--- config.mk ---
export PLATFORM = sky130hd
export DESIGN_NAME = canrecv
export DESIGN_NICKNAME = d
export VERILOG_FILES = /design/src/rtl/canrecv.sv
export SDC_FILE = /design/constraint.sdc
export NUM_CORES = 1
export LEC_CHECK = 0
export ABC_AREA = 1
export CAP_MARGIN = 10
export CORE_ASPECT_RATIO = 1.25
export CORE_MARGIN = 2
export CORE_UTILIZATION = 45
export DETAILED_ROUTE_END_ITERATION = 12
export HOLD_SLACK_MARGIN = 0.05
export PLACE_DENSITY_LB_ADDON = 0.3
export SYNTH_ARGS = -nofsm -noshare
export SYNTH_HDL_FRONTEND = slang
export SYNTH_SLANG_ARGS = --single-unit
--- constraint.sdc ---
create_clock -name clk -period 19.15 [get_ports clk]
set_clock_uncertainty 0.05 [all_clocks]
set_input_delay 3.83 -clock clk [delete_from_list [all_inputs] [get_ports clk]]
set_output_delay 3.83 -clock clk [all_outputs]
set_load 0.03 [all_outputs]
--- src/rtl/canrecv.sv ---
// canrecv: CAN 2.0A/B frame receiver.
// Hard-syncs on SOF, samples one bit per bit time, destuffs, parses standard and
// extended data/remote frames, checks CRC-15, drives the ACK slot and presents
// the received fields with a one-cycle rxValid pulse.
// Ports:
//   clk, rst            clock, asynchronous active-high reset
//   quantaDiv           clocks per time quantum (0 behaves as 1)
//   propQuanta          propagation segment length, quanta
//   seg1Quanta          phase segment length, quanta (seg2 = seg1)
//   din                 bus level, 0 = dominant
//   ackEn               allow a dominant ACK on a good CRC
//   ackDrive            1 = drive dominant on the bus
//   busy                frame in progress
//   rxValid             one-cycle pulse, rx* fields valid
//   rxId/rxFormat/rxFrameType/rxDatalen/rxData   received fields
//   crcErr/stuffErr/formErr                      one-cycle error pulses
module canrecv #(
   parameter int unsigned IDLE_BITS = 11
) (
   input  logic        clk,
   input  logic        rst,
   input  logic [7:0]  quantaDiv,
   input  logic [5:0]  propQuanta,
   input  logic [5:0]  seg1Quanta,
   input  logic        din,
   input  logic        ackEn,
   output logic        ackDrive,
   output logic        busy,
   output logic        rxValid,
   output logic [28:0] rxId,
   output logic        rxFormat,
   output logic [2:0]  rxFrameType,
   output logic [3:0]  rxDatalen,
   output logic [63:0] rxData,
   output logic        crcErr,
   output logic        stuffErr,
   output logic        formErr
);

   localparam int unsigned IDLE_CW  = $clog2(IDLE_BITS + 1);
   localparam logic [14:0] CRC_POLY = 15'h4599;

   typedef enum logic [3:0] {
      S_IDLE, S_HDR, S_DATA, S_CRC, S_CRC_DLM, S_ACK, S_ACK_DLM, S_EOF, S_WAIT_IDLE
   } state_t;

   state_t state, state_nxt;

   logic               din_s1, din_s2, din_q;
   logic [15:0]        bit_cnt;
   logic [2:0]         run_cnt;
   logic               run_val;
   logic [6:0]         fld_cnt;
   logic [36:0]        hdr_sr;
   logic               ide_w;
   logic [14:0]        crc;
   logic [13:0]        rx_crc;
   logic               crc_ok;
   logic [IDLE_CW-1:0] idle_cnt;
   logic [28:0]        id_w;
   logic               fmt_w, rtr_w;
   logic [3:0]         dlc_w;
   logic [63:0]        data_w;

   // Bit timing in clocks
   logic [7:0]  qd, tq_sp, tq_bit;
   logic [15:0] t_len, sp_len;
   assign qd     = (quantaDiv == 8'd0) ? 8'd1 : quantaDiv;
   assign tq_sp  = 8'd1 + 8'(propQuanta) + 8'(seg1Quanta);
   assign tq_bit = tq_sp + 8'(seg1Quanta);
   assign t_len  = 16'(tq_bit) * 16'(qd);
   assign sp_len = 16'(tq_sp) * 16'(qd);

   // Per-sample decode
   logic        din_fall, smp, wrap, in_stuff, stuff_slot, dbit, hdr_end, crc_fb;
   logic        stuff_err_c, crc_err_c, form_err_c, valid_c;
   logic [37:0] hdr_nxt;
   logic [6:0]  data_bits;
   logic [14:0] crc_nxt, rx_crc_nxt;
   logic        unused_bits;

   assign din_fall    = din_q & ~din_s2;
   assign smp         = (state != S_IDLE) && (bit_cnt == sp_len - 16'd1);
   assign wrap        = (bit_cnt == t_len - 16'd1);
   assign in_stuff    = state inside {S_HDR, S_DATA, S_CRC};
   // After five equal bits the next sample is a stuff bit and must differ
   assign stuff_slot  = in_stuff && (run_cnt == 3'd5);
   assign stuff_err_c = smp && stuff_slot && (din_s2 == run_val);
   assign dbit        = smp && in_stuff && !stuff_slot;
   // Header shift register skips SOF; DLC/RTR land at the same place for both formats
   assign hdr_nxt     = {hdr_sr, din_s2};
   assign hdr_end     = dbit && (state == S_HDR) &&
                        (((fld_cnt == 7'd18) && !ide_w) || ((fld_cnt == 7'd38) && ide_w));
   assign data_bits   = dlc_w[3] ? 7'd64 : {1'b0, dlc_w[2:0], 3'b000};
   assign crc_fb      = din_s2 ^ crc[14];
   assign crc_nxt     = {crc[13:0], 1'b0} ^ (crc_fb ? CRC_POLY : 15'd0);
   assign rx_crc_nxt  = {rx_crc, din_s2};
   assign unused_bits = ^{hdr_nxt[26:25], hdr_nxt[5:4]};

   // State register
   always_ff @(posedge clk or posedge rst) begin
      if (rst) state <= S_IDLE;
      else     state <= state_nxt;
   end

   // Next state and per-sample pulses
   always_comb begin
      state_nxt  = state;
      crc_err_c  = 1'b0;
      form_err_c = 1'b0;
      valid_c    = 1'b0;
      case (state)
         S_IDLE:    if (din_fall) state_nxt = S_HDR;
         S_HDR: begin
            if (stuff_err_c)                            state_nxt = S_WAIT_IDLE;
            else if (dbit && (fld_cnt == 7'd0) && din_s2) state_nxt = S_IDLE;
            else if (hdr_end)
               state_nxt = (hdr_nxt[6] || (hdr_nxt[3:0] == 4'd0)) ? S_CRC : S_DATA;
         end
         S_DATA: begin
            if (stuff_err_c)                                   state_nxt = S_WAIT_IDLE;
            else if (dbit && (fld_cnt == data_bits - 7'd1))    state_nxt = S_CRC;
         end
         S_CRC: begin
            if (stuff_err_c)                       state_nxt = S_WAIT_IDLE;
            else if (dbit && (fld_cnt == 7'd14))   state_nxt = S_CRC_DLM;
         end
         S_CRC_DLM: if (smp) begin
            if (!crc_ok) begin
               crc_err_c = 1'b1;
               state_nxt = S_WAIT_IDLE;
            end else if (!din_s2) begin
               form_err_c = 1'b1;
               state_nxt  = S_WAIT_IDLE;
            end else begin
               state_nxt = S_ACK;
            end
         end
         S_ACK:     if (smp) state_nxt = S_ACK_DLM;
         S_ACK_DLM: if (smp) begin
            if (!din_s2) begin
               form_err_c = 1'b1;
               state_nxt  = S_WAIT_IDLE;
            end else begin
               state_nxt = S_EOF;
            end
         end
         S_EOF: if (smp) begin
            if (!din_s2) begin
               form_err_c = 1'b1;
               state_nxt  = S_WAIT_IDLE;
            end else if (fld_cnt == 7'd6) begin
               valid_c   = 1'b1;
               state_nxt = S_IDLE;
            end
         end
         S_WAIT_IDLE:
            if (smp && din_s2 && (idle_cnt == IDLE_CW'(IDLE_BITS - 1))) state_nxt = S_IDLE;
         default: state_nxt = S_IDLE;
      endcase
   end

   // Synchronizer, bit timer, destuffing, field capture and outputs
   always_ff @(posedge clk or posedge rst) begin
      if (rst) begin
         {din_s1, din_s2, din_q} <= 3'b111;
         bit_cnt     <= '0;
         run_cnt     <= '0;
         run_val     <= 1'b1;
         fld_cnt     <= '0;
         hdr_sr      <= '0;
         ide_w       <= 1'b0;
         crc         <= '0;
         rx_crc      <= '0;
         crc_ok      <= 1'b0;
         idle_cnt    <= '0;
         id_w        <= '0;
         fmt_w       <= 1'b0;
         rtr_w       <= 1'b0;
         dlc_w       <= '0;
         data_w      <= '0;
         ackDrive    <= 1'b0;
         busy        <= 1'b0;
         rxValid     <= 1'b0;
         rxId        <= '0;
         rxFormat    <= 1'b0;
         rxFrameType <= '0;
         rxDatalen   <= '0;
         rxData      <= '0;
         crcErr      <= 1'b0;
         stuffErr    <= 1'b0;
         formErr     <= 1'b0;
      end else begin
         din_s1 <= din;
         din_s2 <= din_s1;
         din_q  <= din_s2;

         // Hard sync: the bit time restarts on the SOF edge and free-runs afterwards
         if (state == S_IDLE) bit_cnt <= '0;
         else                 bit_cnt <= wrap ? 16'd0 : bit_cnt + 16'd1;

         if ((state == S_IDLE) && din_fall) begin
            run_cnt <= '0;
            run_val <= 1'b1;
            hdr_sr  <= '0;
            ide_w   <= 1'b0;
            crc     <= '0;
            rx_crc  <= '0;
            crc_ok  <= 1'b0;
            data_w  <= '0;
         end

         // A stuff bit starts a new run of length one
         if (smp && in_stuff) begin
            if (stuff_slot || (din_s2 != run_val)) begin
               run_val <= din_s2;
               run_cnt <= 3'd1;
            end else begin
               run_cnt <= run_cnt + 3'd1;
            end
         end

         if (state_nxt != state)                      fld_cnt <= '0;
         else if (dbit || ((state == S_EOF) && smp))  fld_cnt <= fld_cnt + 7'd1;

         if (dbit && ((state == S_HDR) || (state == S_DATA))) crc <= crc_nxt;

         if (dbit && (state == S_HDR)) begin
            if (fld_cnt == 7'd13) ide_w  <= din_s2;
            if (fld_cnt != 7'd0)  hdr_sr <= hdr_nxt[36:0];
            if (hdr_end) begin
               id_w  <= ide_w ? {hdr_nxt[37:27], hdr_nxt[24:7]} : {hdr_nxt[17:7], 18'd0};
               fmt_w <= ide_w;
               rtr_w <= hdr_nxt[6];
               dlc_w <= hdr_nxt[3:0];
            end
         end

         if (dbit && (state == S_DATA)) data_w[6'(7'd63 - fld_cnt)] <= din_s2;

         if (dbit && (state == S_CRC)) begin
            rx_crc <= rx_crc_nxt[13:0];
            if (fld_cnt == 7'd14) crc_ok <= (rx_crc_nxt == crc);
         end

         // Consecutive recessive samples while waiting for bus idle
         if (state != S_WAIT_IDLE) idle_cnt <= '0;
         else if (smp)             idle_cnt <= din_s2 ? idle_cnt + IDLE_CW'(1) : '0;

         // ACK drive covers exactly the ACK bit: from its counter 0 to its last clock
         if ((state == S_ACK) && wrap && ackEn && crc_ok)             ackDrive <= 1'b1;
         else if (((state == S_ACK_DLM) && wrap) || (state_nxt == S_WAIT_IDLE)) ackDrive <= 1'b0;

         busy     <= (state_nxt != S_IDLE);
         rxValid  <= valid_c;
         crcErr   <= crc_err_c;
         stuffErr <= stuff_err_c;
         formErr  <= form_err_c;
         if (valid_c) begin
            rxId        <= id_w;
            rxFormat    <= fmt_w;
            rxFrameType <= {2'b00, rtr_w};
            rxDatalen   <= dlc_w;
            rxData      <= data_w;
         end
      end
   end

endmodule

==> reports/qor.yml, run 1 <==
run_status:
  status: "completed"
final_layout:
  final_area_um2: 21800
  final_layout_size_suffix_gt1_share_pct: 5.39
  nets: 2626
  syn2layout_area_growth_pct: 14.6
  diodes: 0
  post-route-util_pct: 52.1
  instances_no_fill: 3006
floorplan:
  start_util_pct: 45.4
  die_x_um: 188
  die_y_um: 234
  dieArea_um2: 44000
  core_area_um2: 41900
  ios: 131
  core.rowCount: 84
synth:
  ys_seq_elements: 310
  synth-xor-area-share_pct: 3.34
  yosysMostFrequentCell: "nand2_1"
  ys.flop_type: "dfrtp_1"
  synth_cell_types: 53
  synth_common_cells: "nand2_1, inv_1, dfrtp_1, nand3_1, nor2_1"
  ys_seq_area_share_pct: 40.7
  synth_edf_count: 0
  synth_cells: 2327
  synth-compound-area-share_pct: 7.96
  yosysWarningCount: 0
  avgSynthCellArea_um2: 8.19
  synthSimpleGateAreaFrac_pct: 24.2
  ys_top_cells_by_area: "dfrtp_1, nand2_1, fa_1, inv_1, ha_1"
  synthArstFlopShare_pct: 100
  synth_area_leader_cell: "dfrtp_1"
  yosysTopAreaCellShare_pct: 40.2
  synth_top_family_by_area: "simple AND/OR/NAND/NOR gates"
  synth_area_um2: 19100
  muxShareOfSynthArea_pct: 0
  synth-adder-area-share_pct: 14.8
critical_path:
  cp_common_cell: "nand2_1"
  cp.arrival_ns: 12.43
  critPathKind: "in2reg"
  cp-start-kind: "input pin"
  cp-end-kind: "register"
  cp_slowest_cell: "clkinv_2"
  required_ns: 19.51
  critical_path.max_stage_delay_ns: 0.73
  crit_fanout: 88
route:
  via_per_inst: 5.17
  detail-route-antenna-nets: 0
  drt-initial-drc-count: 967
  first_pass_iters: 5
  wl_per_cell_um: 15.0
  vias: 15540
  wl_mm: 45.2
  drc: 0
clock_network:
  clockBufferDepth: 3
  cts_resized: 0
  clk_pin_slew_ns: 0.06
  insertion_delay_ns: 0.57
  clock-sinks: 310
  clockRootBuffer: "clkbuf_16"
  cts_made_buffers: 30
  cts_tree: "done"
  postCtsSetupBuffers: 0
  htree_levels: 1
  postCtsHoldBufs: 0
timing:
  drv_slew: 0
  setup_viol: 0
  rsz0062_at_grt: "no"
  slew_headroom_pct: 25.8
  hold_violations: 0
  whs_ns: 0.309
  fmax_ghz: 0.0828
  layout_min_cycle_time_ns: 12.07
  worst_pin_slew_ns: 1.10
  fin_tns_setup_ns: 0
  fin_ws_ns: 7.08
  min_period_over_period_pct: 63.0
pwr:
  p_per_area_nw_per_um2: 147
  ir_worst_vdd_mv: 0.131
  power_mw: 3.20
  p_leak_nw: 10.7
place:
  dp_hpwl_mm: 33.1
  portBuffers: 128
  dp.cells: 2950
  post_dp_cell_area_um2: 20900
  preCtsSetupSlack_ns: 6.54
  place.gp.congestion: 0.950
global_routing:
  first_global_vias: 15306
  antenna_found_initial: 0
  grt_max_degree: 177
  grt.total_usage_pct: 20.9
  grt_overflow_total: 0
  grt_pass1_wl_mm: 75.9
flow_run:
  drv_cap: 0
hold_path:
  hp-class: "reg2reg"
[worst paths after layout]
check                                          start               endpoint  slack [ns]  depth (start not counted)
worst max register to register  bit_cnt[8]$_DFF_PP0_   rxId[17]$_DFFE_PP0P_       14.82                         15
max in group asynchronous                        rst   rxId[18]$_DFFE_PP0P_       13.72                          3
min in group asynchronous                        rst  rxData[9]$_DFFE_PP0P_        3.81                          2
worst min-delay path                din_s1$_DFF_PP1_       din_s2$_DFF_PP1_        0.31                          0
worst max-delay path                   seg1Quanta[0]   rxId[17]$_DFFE_PP0P_        7.08                         36
worst min register to register      din_s1$_DFF_PP1_       din_s2$_DFF_PP1_        0.31                          0
[sequential cells by signal, indices dropped and copies added (netlist names), 7 cells and up]
| name | count |
|---|---|
| crc | 15 |
| rxId | 29 |
| data_w | 64 |
| hdr_sr | 37 |
| id_w | 29 |
| rx_crc | 14 |
| fld_cnt | 7 |
| bit_cnt | 16 |
| rxData | 64 |
[logic make-up (layout without fill, tap and decap cells)]
| logic type | Yosys count | count (layout) |
|---|---|---|
| AND/OR/NAND/NOR | 1052 | 1052 |
| buffers and inverters | 443 | 562 |
| flip-flops | 310 | 310 |
| AO/OA/AOI/OAI | 271 | 271 |
| adder cells (fa/ha/maj) | 179 | 179 |
| XOR/XNOR | 71 | 71 |
| other | 1 | 2 |
[power breakdown]
group	internal, mW	switching (mW)
clock	0.330	0.261
combinational	0.745	1.19
sequential	0.662	0.0105
total	1.74	1.46
[cell type report]
type                            instances  area (um^2)
Fill cell                            3924        20100
Multi-Input combinational cell       1575         9620
Sequential cell                       310         7760
Timing Repair Buffer                  144         1410
Inverter                              362         1370
Clock buffer                           39          815
Tap cell                              559          699
Clock inverter                         17          166
[worst max-delay path: cells and delay by family]
family	cells	cell delay (ns)
AOI/OAI and AO/OA	3	0.69
adders and majority gates	7	2.90
buffers and inverters	8	2.83
and+or+nand+nor	18	2.06
[routing by layer]
layer / vias up / wire (um) / global-route usage, %
li1: 7586 / - / -
met4: 0 / 1650 / 8.22
met2: 356 / 22200 / 36.8
met3: 95 / 1620 / 1.93
met1: 7503 / 19700 / 26.6
met5: - / 0 / 0
[cell usage in the layout (no fill, tap or decap), types with 32 or more instances in the layout]
cell type	synthesis	layout
clkdlybuf4s50_1	0	128
dfrtp_1	306	306
fa_1	78	78
ha_1	101	101
inv_1	353	351
nand2_1	600	599
nand3_1	193	192
nor2_1	138	138
o21ai_0	137	136
o21ai_1	31	32
o22ai_1	41	41
xor2_1	42	42
Note: power is estimated with default switching activity, not from simulation.
==> run 2, diff against run 1 <==
==> constraint.sdc (replaced) <==
create_clock -name clk -period 11.7 [get_ports clk]
set_clock_uncertainty 0.05 [all_clocks]
set_input_delay 2.34 -clock clk [delete_from_list [all_inputs] [get_ports clk]]
set_output_delay 2.34 -clock clk [all_outputs]
set_load 0.03 [all_outputs]
==> reports/qor.yml, run 2 (synthesis gave the netlist of run 1 again) <==
timing:
  min_period_over_period_pct: 87.2
  rsz0062_at_grt: "no"
  fin_tns_setup_ns: 0  # unchanged
  worst_pin_slew_ns: 1.10  # +0.00316 ns
  setup_viol: 0  # unchanged
  fmax_ghz: 0.0980
  slew_headroom_pct: 26.2  # +0.40 points
  drv_slew: 0  # unchanged
  hold_violations: 0  # unchanged
  layout_min_cycle_time_ns: 10.20
global_routing:
  antenna_found_initial: 0  # unchanged
  grt_overflow_total: 0  # unchanged
  grt_pass1_wl_mm: 75.4  # -0.61%
  first_global_vias: 14983  # -2.1%
  grt.total_usage_pct: 20.8  # -0.056 points
  grt_max_degree: 138  # -22%
clock_network:
  htree_levels: 1  # unchanged
  cts_made_buffers: 29  # -3.3%
  postCtsSetupBuffers: 0  # unchanged
  clockRootBuffer: "clkbuf_16"
  clk_pin_slew_ns: 0.07  # about the same
  cts_tree: "done"
  postCtsHoldBufs: 0  # unchanged
  insertion_delay_ns: 0.57  # about the same
  clock-sinks: 310  # unchanged
  cts_resized: 0  # unchanged
  clockBufferDepth: 3  # unchanged
critical_path:
  critPathKind: "in2reg"
  critPathBufInv: 8  # unchanged
  cp-start-kind: "input pin"
  cp-end-kind: "register"
  cp_slowest_cell: "nor3b_2"
  required_ns: 12.12  # -7.39 ns
  r2r_setup_slack_ns: 8.17  # -6.65 ns
  rr_endpoint: "hdr_sr[31]$_DFF_PP0_"
  cp.arrival_ns: 10.61  # -1.82 ns
  cp_common_cell: "nand2_1"
  critical_path.max_stage_delay_ns: 0.89  # +0.16 ns
  reg2reg_from: "bit_cnt[8]$_DFF_PP0_"
  cp_top_family: "adder cells"
  crit_fanout: 18  # -80%
  worstRegToRegCells: 10  # -5
final_layout:
  syn2layout_area_growth_pct: 14.4
  fill_cells: 3955  # +0.79%
  top_regs: "data_w x64, rxData x64, hdr_sr x37"
  diodes: 0  # unchanged
  nets: 2627  # +0.038%
  final_cell_mix: "nand2_1, inv_1, dfrtp_1"
  layout_commonest_cell: "nand2_1"
  post-route-util_pct: 52.0  # -0.084 points
  final_area_um2: 21800  # -0.16%
  final_layout_size_suffix_gt1_share_pct: 5.15  # -0.24 points
floorplan:
  core_area_um2: 41900  # unchanged
  start_util_pct: 45.4  # unchanged
  die_x_um: 188  # unchanged
  core.rowCount: 84  # unchanged
  ios: 131  # unchanged
  die_y_um: 234  # unchanged
  dieArea_um2: 44000  # unchanged
route:
  first_pass_iters: 5  # unchanged
  drc: 0  # unchanged
  via_per_inst: 5.10  # -1.4%
  wl_per_cell_um: 15.2  # +1.1%
  wl_mm: 45.6  # +0.99%
  vias: 15312  # -1.5%
  drt-initial-drc-count: 848  # -12%
  detail-route-antenna-nets: 0  # unchanged
hold_path:
  hold_end: "din_s2$_DFF_PP1_"
  worstHoldStart: "din_s1$_DFF_PP1_"
  hp-class: "reg2reg"
  min_path_cells: 0  # unchanged
flow_run:
  drv_cap: 0  # unchanged
pwr:
  p_per_area_nw_per_um2: 239  # +63%
  ir_worst_vdd_mv: 0.242  # +85%
  p_leak_nw: 10.6  # -0.26%
  power_mw: 5.21  # +63%
place:
  dp_hpwl_mm: 33.6  # +1.5%
  post_dp_cell_area_um2: 20900  # about the same
  portBuffers: 128  # unchanged
  place.gp.congestion: 0.926  # -2.6%
run_status:
  status: "completed"
-- run 2: changes by cell type in the layout (fill, tap and decap cells not counted) --
cell        before  now
clkbuf_1         6   10
inv_16           0    1
clkbuf_16       30   29
inv_6            2    0
clkinv_8         1    0
clkinvlp_4       2    3
buf_4           15   17
clkinv_2         9    4
clkinv_4         2    1
-- run 2: how the worst max path moves through the flow --
stage | from | to | slack (ns) | cells past startpoint
6_report | seg1Quanta[1] | ackDrive$_DFFE_PP0P_ | 1.50 | 41
3_3_place_gp | seg1Quanta[1] | ackDrive$_DFFE_PP0P_ | 1.16 | 41
5_1_grt | seg1Quanta[1] | ackDrive$_DFFE_PP0P_ | 0.85 | 42
2_1_floorplan | rst | ackDrive$_DFFE_PP0P_ | 0.74 | 1
4_1_cts | seg1Quanta[1] | ackDrive$_DFFE_PP0P_ | 1.55 | 42
3_5_place_dp | seg1Quanta[1] | ackDrive$_DFFE_PP0P_ | 0.96 | 42
-- run 2: per-stage QoR --
step / hold slack (ns) / cells / setup WS (ns)
6_report: 0.305 / 3004 / 1.50
4_1_cts: 0.306 / 3004 / 1.55
2_1_floorplan: 0.295 / 2328 / 0.744
3_3_place_gp: 0.296 / 2952 / 1.16
5_1_grt: 0.310 / 3004 / 0.850
3_5_place_dp: 0.297 / 2952 / 0.957
-- run 2: area by class of cell --
class | count | area [um^2] | share of cell area [%]
Multi-Input combinational cell | 1575 | 9620 | 44.1
Sequential cell | 310 | 7760 | 35.6
Timing Repair Buffer | 146 | 1430 | 6.55
Inverter | 362 | 1370 | 6.27
Clock buffer | 42 | 805 | 3.69
Tap cell | 559 | 699 | 3.21
Clock inverter | 10 | 126 | 0.579
-- run 2: layer usage --
layer,global-route usage (%),up-vias,wire (um)
met5,0,-,0
met2,37.1,319,22800
met4,7.33,0,1320
li1,-,7590,-
met3,1.98,82,1570
met1,26.5,7321,20000
-- run 2: power breakdown --
group,total (mW),switching [mW],leakage (nW),internal [mW]
Combinational,3.18,1.95,6.04,1.22
Clock,0.937,0.413,0.445,0.525
Sequential,1.10,0.0174,4.15,1.08
==> run 3, diff against run 2 <==
--- a/config.mk
+++ b/config.mk
@@ -11,6 +11,7 @@
 export CORE_MARGIN = 2
 export CORE_UTILIZATION = 45
 export DETAILED_ROUTE_END_ITERATION = 12
+export GPL_TIMING_DRIVEN = 0
 export HOLD_SLACK_MARGIN = 0.05
 export PLACE_DENSITY_LB_ADDON = 0.3
 export SYNTH_ARGS = -nofsm -noshare
==> constraint.sdc (replaced) <==
create_clock -name clk -period 8.97 [get_ports clk]
set_clock_uncertainty 0.05 [all_clocks]
set_input_delay 1.794 -clock clk [delete_from_list [all_inputs] [get_ports clk]]
set_output_delay 1.794 -clock clk [all_outputs]
set_load 0.03 [all_outputs]
==> reports/qor.yml, run 3 (synthesis gave the netlist of run 1 again) <==
final_layout:
  fill_cells: 3869  # -2.2%
  final_cell_mix: "nand2_1, inv_1, dfrtp_1"
  final-seq-area_um2: 7760  # unchanged
  multiInputGateArea_um2: 9770  # +1.5%
  layout_commonest_cell: "nand2_1"
  final_layout_size_suffix_gt1_share_pct: 7.95  # +2.8 points
  instances_no_fill: 3087  # +2.8%
  top_regs: "data_w x64, rxData x64, hdr_sr x37"
  syn2layout_area_growth_pct: 18.1
  nets: 2709  # +3.1%
  diodes: 0  # unchanged
critical_path:
  critical_path.max_stage_delay_ns: 0.53  # -0.36 ns
  cp.arrival_ns: 8.98  # -1.63 ns
  required_ns: 9.37  # -2.75 ns
  crit_fanout: 10  # -8
  critPathKind: "in2reg"
  cp-end-kind: "register"
  cp_common_cell: "inv_1"
  cp-start-kind: "input pin"
  cp_slowest_cell: "fa_1"
  rr_endpoint: "rxData[0]$_DFFE_PP0P_"
  reg2reg_from: "bit_cnt[2]$_DFF_PP0_"
  worstRegToRegCells: 18  # +8
  r2r_setup_slack_ns: 5.92  # -2.25 ns
timing:
  slew_headroom_pct: 22.4  # -3.8 points
  setup_viol: 0  # unchanged
  worst_pin_slew_ns: 1.16  # +0.0575 ns
  drv_slew: 0  # unchanged
  rsz0062_at_grt: "yes"
  fin_ws_ns: 0.390  # -1.11 ns
  layout_min_cycle_time_ns: 8.58
  fmax_ghz: 0.117
  hold_violations: 0  # unchanged
  min_period_over_period_pct: 95.7
  whs_ns: 0.304  # -0.000814 ns
place:
  dp.cells: 3023  # +2.4%
  dp_hpwl_mm: 36.3  # +7.8%
  place.gp.congestion: 0.921  # -0.53%
  preCtsSetupSlack_ns: -1.46  # -2.42 ns
  portBuffers: 124  # -3.1%
route:
  wl_mm: 47.1  # +3.3%
  via_per_inst: 5.17  # +1.4%
  drc: 0  # unchanged
  wl_per_cell_um: 15.3  # +0.56%
  wl_met3_mm: 1.80  # +14%
  drt-met1-wl_mm: 20.1  # +0.51%
  vias: 15958  # +4.2%
  dr_wl_met2_mm: 24.2  # +6.5%
  top_layer: "met4"
  first_pass_iters: 6  # +1
  detail-route-antenna-nets: 0  # unchanged
  drt-initial-drc-count: 971  # +15%
clock_network:
  clk_pin_slew_ns: 0.07  # about the same
  insertion_delay_ns: 0.56  # about the same
  htree_levels: 1  # unchanged
  clock-sinks: 310  # unchanged
  clockRootBuffer: "clkbuf_16"
  clockBufferDepth: 3  # unchanged
  cts_made_buffers: 29  # unchanged
  cts_tree: "done"
hold_path:
  hold_end: "din_s2$_DFF_PP1_"
  worstHoldStart: "din_s1$_DFF_PP1_"
  min_path_cells: 0  # unchanged
  hp-class: "reg2reg"
pwr:
  p_per_area_nw_per_um2: 310  # +29%
  ir_worst_vdd_mv: 0.307  # +27%
  p_leak_nw: 11.0  # +3.4%
  power_mw: 6.97  # +34%
global_routing:
  grt.total_usage_pct: 21.5  # +0.69 points
  grt_overflow_total: 0  # unchanged
  first_global_vias: 15650  # +4.5%
  grt_pass1_wl_mm: 77.9  # +3.2%
  antenna_found_initial: 0  # unchanged
  grt_max_degree: 45  # -67%
flow_run:
  drv_cap: 0  # unchanged
floorplan:
  ios: 131  # unchanged
  die_x_um: 188  # unchanged
  dieArea_um2: 44000  # unchanged
  core_area_um2: 41900  # unchanged
  core.rowCount: 84  # unchanged
  die_y_um: 234  # unchanged
  start_util_pct: 45.4  # unchanged
run_status:
  status: "completed"
## run 3: cell types whose count changed in the layout (fill, tap and decap cells not counted), sizes merged, moves of 2 or more
cell,change
buf,+39
bufinv,+2
clkbuf,+44
clkdlybuf4s50,-9
dlymetal6s2s,+5
## run 3: cell type report
| cell class | count | area share (%) |
|---|---|---|
| Multi-Input combinational cell | 1575 | 43.4 |
| Sequential cell | 310 | 34.5 |
| Timing Repair Buffer | 148 | 6.80 |
| Inverter | 362 | 6.09 |
| Clock buffer | 39 | 3.75 |
| Tap cell | 559 | 3.11 |
| Buffer | 80 | 1.58 |
| Clock inverter | 14 | 0.811 |
## run 3: timing repair
action	CTS	global route
resized for setup	18	48
setup endpoints to repair	195	287
hold buffers	0	0
pin swaps	4	9
setup buffers	3	8
## run 3: through the flow
| stage | TNS (ns) | cell area [um^2] | util, % |
|---|---|---|---|
| CTS | 0 | 22300 | 53.2 |
| detailed placement | -196.45 | 21200 | 50.5 |
| global route | -0.677 | 22500 | 53.7 |
| finish | 0 | 22500 | 53.7 |
| floorplan | 0 | 19100 | - |
| global placement | -175.14 | 21000 | 50.1 |
## run 3: critical path: cells and delay by family
family                   cells  cell delay, ns
adder cells (fa/ha/maj)      8            3.07
buffers and inverters       11            1.33
AND/OR/NAND/NOR             16            2.17
AO/OA/AOI/OAI                4            0.63
## run 3: how the worst max path moves through the flow
stage | start | end | slack (ns) | cells after the start
final | propQuanta[0] | bit_cnt[14]$_DFF_PP0_ | 0.39 | 39
after global routing | propQuanta[0] | ackDrive$_DFFE_PP0P_ | -0.06 | 40
after CTS | seg1Quanta[0] | rxData[0]$_DFFE_PP0P_ | 0.001 | 36
after detailed placement | seg1Quanta[0] | bit_cnt[3]$_DFF_PP0_ | -1.46 | 38
after global placement | seg1Quanta[0] | bit_cnt[14]$_DFF_PP0_ | -1.43 | 38
after floorplan | propQuanta[2] | bit_cnt[10]$_DFF_PP0_ | 0.28 | 40
## run 3: where the power goes
part	total (mW)	internal [mW]	switching, mW	leakage, nW
logic	4.22	1.67	2.55	6.34
registers	1.43	1.41	0.0171	4.15
clock network	1.32	0.774	0.543	0.506
total	6.97	3.86	3.11	11.0
## run 3: layer usage
layer	GRT usage [%]	up-vias
met2	39.9	400
met1	27.0	7732
met5	0	-
met4	5.56	0
met3	1.77	65
li1	-	7761
